$ cat src/rtl/manual_ctrl_input.sv
// rtl/manual_ctrl_input.sv - button sync/debounce/press-detect and manual mode FSM for the traffic light controller
// Optional feature macro: MANUAL_TIMEOUT_EN (inactivity auto-exit from manual mode)
module manual_ctrl_input #(
    parameter int DEBOUNCE_CYCLES = 16,
    parameter int TIMEOUT_CYCLES  = 1024
) (
    input  logic       clk,
    input  logic       reset,
    input  logic       btn_mode,
    input  logic       btn_next,
    output logic       manual_override,
    output logic [1:0] manual_state,
    output logic       state_changed
);

    localparam int CW = $clog2(DEBOUNCE_CYCLES + 1);
    localparam logic [CW-1:0] DEB_MAX = CW'(DEBOUNCE_CYCLES - 1);

    typedef enum logic [1:0] {
        ST_AUTO = 2'd0,
        ST_RED  = 2'd1,
        ST_YEL  = 2'd2,
        ST_GRN  = 2'd3
    } state_t;

    // Bit 0 carries the mode button, bit 1 the next button.
    logic [1:0]    w_btn;
    logic [1:0]    r_sync1;
    logic [1:0]    r_sync2;
    logic [1:0]    r_deb;
    logic [1:0]    r_deb_prev;
    logic [1:0]    r_press;
    logic [CW-1:0] r_cnt [2];

    state_t        r_state;
    state_t        w_next;
    logic          w_press_mode;
    logic          w_press_next;
    logic          w_timeout;

    assign w_btn        = {btn_next, btn_mode};
    assign w_press_mode = r_press[0];
    assign w_press_next = r_press[1];

    // The press pulse is registered so every output change lands on a fixed
    // DEBOUNCE_CYCLES+3 edges after the raw button is first sampled high.
    always_ff @(posedge clk) begin
        if (reset) begin
            r_sync1    <= '0;
            r_sync2    <= '0;
            r_deb      <= '0;
            r_deb_prev <= '0;
            r_press    <= '0;
            r_cnt[0]   <= '0;
            r_cnt[1]   <= '0;
        end else begin
            r_sync1    <= w_btn;
            r_sync2    <= r_sync1;
            r_deb_prev <= r_deb;
            r_press    <= r_deb & ~r_deb_prev;
            for (int i = 0; i < 2; i++) begin
                if (r_sync2[i] != r_deb[i]) begin
                    if (r_cnt[i] == DEB_MAX) begin
                        r_deb[i] <= ~r_deb[i];
                        r_cnt[i] <= '0;
                    end else begin
                        r_cnt[i] <= r_cnt[i] + 1'b1;
                    end
                end else begin
                    r_cnt[i] <= '0;
                end
            end
        end
    end

`ifdef MANUAL_TIMEOUT_EN
    localparam int TW = $clog2(TIMEOUT_CYCLES + 1);
    localparam logic [TW-1:0] IDLE_MAX = TW'(TIMEOUT_CYCLES - 1);

    logic [TW-1:0] r_idle;

    // A pending press always wins over the timeout on the same edge.
    assign w_timeout = (r_state != ST_AUTO) && !(|r_press) && (r_idle == IDLE_MAX);

    always_ff @(posedge clk) begin
        if (reset || (r_state == ST_AUTO) || (|r_press)) begin
            r_idle <= '0;
        end else begin
            r_idle <= r_idle + 1'b1;
        end
    end
`else
    assign w_timeout = 1'b0;
`endif

    always_comb begin
        w_next = r_state;
        case (r_state)
            ST_AUTO: begin
                if (w_press_mode) begin
                    w_next = ST_RED;
                end
            end
            default: begin
                if (w_press_mode) begin
                    w_next = ST_AUTO;
                end else if (w_press_next) begin
                    case (r_state)
                        ST_RED:  w_next = ST_GRN;
                        ST_GRN:  w_next = ST_YEL;
                        default: w_next = ST_RED;
                    endcase
                end
                if (w_timeout) begin
                    w_next = ST_AUTO;
                end
            end
        endcase
    end

    function automatic logic [1:0] encode_state(input state_t s);
        case (s)
            ST_YEL:  encode_state = 2'b01;
            ST_GRN:  encode_state = 2'b10;
            default: encode_state = 2'b00;
        endcase
    endfunction

    // Outputs follow the next state so they change on the same edge as r_state.
    always_ff @(posedge clk) begin
        if (reset) begin
            r_state         <= ST_AUTO;
            manual_override <= 1'b0;
            manual_state    <= 2'b00;
            state_changed   <= 1'b0;
        end else begin
            r_state         <= w_next;
            manual_override <= (w_next != ST_AUTO);
            manual_state    <= encode_state(w_next);
            state_changed   <= (w_next != r_state);
        end
    end

endmodule

$ cat config.mk
export PLATFORM = sky130hd
export DESIGN_NAME = manual_ctrl_input
export DESIGN_NICKNAME = d
export VERILOG_FILES = /design/src/rtl/manual_ctrl_input.sv
export SDC_FILE = /design/constraint.sdc
export NUM_CORES = 1
export LEC_CHECK = 0
export ABC_AREA = 1
export BUFFER_PORTS_ARGS = -buffer_cell sky130_fd_sc_hd__clkbuf_2
export CELL_PAD_IN_SITES_DETAIL_PLACEMENT = 1
export CELL_PAD_IN_SITES_GLOBAL_PLACEMENT = 1
export CORE_MARGIN = 5
export CORE_UTILIZATION = 45
export DETAILED_ROUTE_END_ITERATION = 8
export PLACE_DENSITY = 0.84
export SETUP_SLACK_MARGIN = 0.05
export SYNTH_ARGS = -nofsm -noshare
export SYNTH_HDL_FRONTEND = slang
export SYNTH_SLANG_ARGS = --single-unit
$ cat constraint.sdc
create_clock -name clk -period 2.3 [get_ports clk]
set_input_delay 0.46 -clock clk [delete_from_list [all_inputs] [get_ports clk]]
set_output_delay 0.46 -clock clk [all_outputs]
set_load 0.05 [all_outputs]
==> After elaboration in Yosys (flattened, before gate mapping) <==
Memory sizes are Yosys's and may differ from the RTL's.
Index checks and enable logic that the tools add are counted.
{ "classes": {"add_sub_neg": 2, "eq_ne": 9, "muxes": 36, "n_bitwise": 10, "n_reduce_logical": 4} }
{ "ops": {"columns": ["cell", "count"], "rows": [
  ["5-bit 2-to-1 mux", 6],
  ["1-bit 2-to-1 mux", 24],
  ["5-bit by 1-bit adder with 5-bit output, second input constant", 2],
  ["5-bit by 4-bit equality test with 1-bit output, second input constant", 2],
  ["2-bit 2-to-1 mux", 4],
  ["2-bit case mux with 2 select lines", 2],
  ["2-bit equality test, second input constant", 3],
  ["1-bit bitwise OR", 6],
  ["2-bit AND reduction", 2],
  ["2-bit bitwise AND", 1],
  ["2-bit by 1-bit equality test with 1-bit output, second input constant", 1],
  ["2-bit zero test", 1],
  ["1-bit != test", 2],
  ["2-bit != test", 1],
  ["1-bit NOT", 2],
  ["2-bit NOT", 1],
  ["2-bit nonzero test", 1]
]} }
{ "word_totals": {"register_bits": 16, "mem_bits_rw": 10, "in_bits": 4, "word_cells": 72, "memories": 1} }
{ "mem_list": {"columns": ["name", "words", "word_bits", "rd", "rd_ports_with_merged_regs", "wr", "line", "source"], "rows": [
  ["r_cnt", 2, 5, 2, 0, 2, "33", "logic [CW-1:0] r_cnt [2];"]
]} }

==> Depth between registers and ports, before layout <==
An unclocked memory read counts as a cell.
{ "logic_depth": {"word_depth": 9, "ltp_mapped": 7, "ltp_nobuf": 7} }

==> Worst setup path after synthesis <==
OpenSTA, ideal clock, no wires.
{ "synth_path": {"path_kind": "register to register", "from": "mem r_cnt[1][0] (netlist name)", "to": "mem r_cnt[1][2] (netlist name) (data pin)", "t_arrival_ns": 1.268, "required_time_ns": 2.150, "slack_ns": 0.882, "path_stages_with_launch": 8, "n_path_buf": 0, "synth_period_minus_slack_ns": 1.418, "path_cell_list": "edfxtp_1 > ha_1 > nand2_1 > nor2_1 > ha_1 > nor2_1 > nand3_2 > nor3_2"} }
{ "synth_lines": {"columns": ["item", "line"], "rows": [
  ["from (decl)", "33"]
]} }

==> metrics.csv <==
metric;value;unit
outcome;finished clean;
Commonest cells post-synth;20 x inv_1, 19 x nand2_1, 18 x nor2_1;
Setup Fix Bufs, Post-CTS;0;
Pint;568;uW
Final Skew;9.10;ps
All-Layer GR Usage;0.133;
Slew Limit Fails;0;
CTS sink count;26;
die area;3440;sq um
sequential share of the synthesized area;0.584;
Tightest Hold Check Type;in -> reg;
EDFF count, synth;10;
Max Root-Sink Buffers;2;
Mapped Avg Cell Area;9.25;sq um
initial antenna violation count;0;
critical path class;reg -> reg;
Post-synth ARST share;0;
Post-Syn Instances;115;
Die Wd;58.6;microns
GRT overflow;0;
clock-pin slew on the worst setup and hold paths;140;ps
TritonCTS clock tree;done;
leakage;0.000578;uW
Die Y-Extent;58.6;microns
PD cells;613;nW/um^2
Synth Flop Type;dfxtp_1;
ANT cells;0;
Tot Pwr;725;uW
I/O pin count;8;
Layout Area Growth over Synthesis;11.2;%
combinational power share;0.045;
first-pass GRT wire length;3440;microns
Final period util;0.694;
Root Driver;clkbuf_4;
Pre-Repair DR Iteration Count;4;
antenna viol nets, final;0;
Hold Violations, Final;0;
final net count;143;
Setup violations, final;0;
fin cells;162;
Period minus WS final;1600;ps
Clk Latency, worst-skew pair;320;ps
DR vias;761;
core area;2230;sq um
crit end category;register;
Seq pwr share;0.686;
cell count after placement;158;
CP Data Arrival Time;1780;ps
max frequency;0.626;GHz
Synth area leaders;dfxtp_1 30%, edfxtp_1 28%, inv_1 7.1%;
Port Buffers;7;
layout cell share with drive strength beyond 1;0.172;
count leader, synth;inv_1;
Synth area leader;dfxtp_1;
number of max-cap violations;0;
DRT Wirelength;1890;microns
Via density;4.70;
Mapped Area;1060;sq um
vias in the first global route;840;
P_sw;157;uW
Final GP Congestion;0.760;
Yosys cell types;19;
# H-tree levels;1;
top-area cell type share of the netlist area;0.301;
# hold bufs at CTS;0;
switching part of the total power;0.217;
CP max FO;5;
hold slack;312;ps
Worst setup SP type;register;
RSZ-0062 raised after global routing;no;
TNS Setup;0;ps
Synth Warn #;0;
post-DR wirelength/cell;11.6;microns
initial DRC count;12;
Peak supply drop;342;uV
post-DP HPWL;1540;microns
FP Rows;17;
clock network power share;0.269;
Data required, critical path;2480;ps
Initial Util;0.476;
drt drc;0;
Seq cells post-synth;26;
pin count of the biggest net entering global routing;15;
post-cts resize count;0;
TritonCTS buffer count;3;
layout by cell type, fill, tap and decap left out:
cell      netlist  routed
conb_1          1      10
nand3_1         5       5
dfxtp_1        16      16
clkbuf_1        0       1
nor2_2          2       2
nor3_1          2       2
clkbuf_2        0       7
nor2_1         18      18
nand3_2         2       2
clkbuf_4        0       3
nand2_2         1       1
nor3_2          2       2
a21oi_1         2       2
inv_1          20      20
inv_2           3       3
edfxtp_1       10      10
ha_1            4       4
nand4_1         2       2
nand2_1        19      19
o21ai_1         2       2
a21oi_2         3       3
final cells by class:
class                      count  area, sq um
clock buffer                   4         26.3
fill                         287         1050
inverter                      23         86.3
multi-input combinational     74          379
sequential                    26          621
tap                           28         35.0
timing repair buffer           7         35.0
cell families after synthesis:
family | Yosys count | synth area share
and+or+nand+nor | 53 | 0.231
DFF | 26 | 0.584
buffers and inverters | 24 | 0.0918
AOI/OAI and AO/OA | 7 | 0.0435
adders and majority gates | 4 | 0.0471
other | 1 | 0.00353
layer usage:
| layer | GRT usage | wire [microns] | up-vias |
|---|---|---|---|
| li1 | - | - | 387 |
| met5 | 0 | 0 | - |
| met1 | 0.140 | 762 | 359 |
| met3 | 0.0263 | 67 | 4 |
| met4 | 0.0680 | 33 | 0 |
| met2 | 0.247 | 1020 | 11 |
worst paths after layout:
path            startpoint          end  slack (ps)  cells after the start
max            r_cnt[1][0]  r_cnt[1][3]         700                      7
min               btn_mode   r_sync1[0]         310                      3
max reg2reg    r_cnt[1][0]  r_cnt[1][3]         700                      7
min reg2reg  r_deb_prev[1]   r_press[1]         410                      1
through the flow:
step                setup slack (ps)  utilization  cell area (sq um)
floorplan                        882            -               1100
global placement                 769        0.518               1160
detailed placement               714        0.518               1160
CTS                              682        0.529               1180
global route                     587        0.529               1180
finish                           703        0.529               1180
flip-flops by register name, indices dropped and copies added (netlist names):
register         cells
r_cnt               10
manual_state         2
r_deb                2
r_deb_prev           2
r_press              2
r_state              2
r_sync1              2
r_sync2              2
manual_override      1
state_changed        1
power by group through the flow:
stage | Combinational (uW) | Clock [uW] | Sequential [uW]
after floorplan | 25.7 | 0 | 506
after global placement | 31.0 | 0 | 506
after detailed placement | 32.9 | 0 | 508
after CTS | 33.2 | 211 | 498
after global routing | 39.5 | 226 | 499
final | 32.8 | 195 | 497
worst max-delay path, cell delays in order, from the launching register on:
cell	delay [ps]
edfxtp_1	460
ha_1	240
nand2_1	90
nor2_1	50
ha_1	210
nor2_1	120
nand3_2	160
a21oi_2	140
Power figures use the tool's default switching activity.
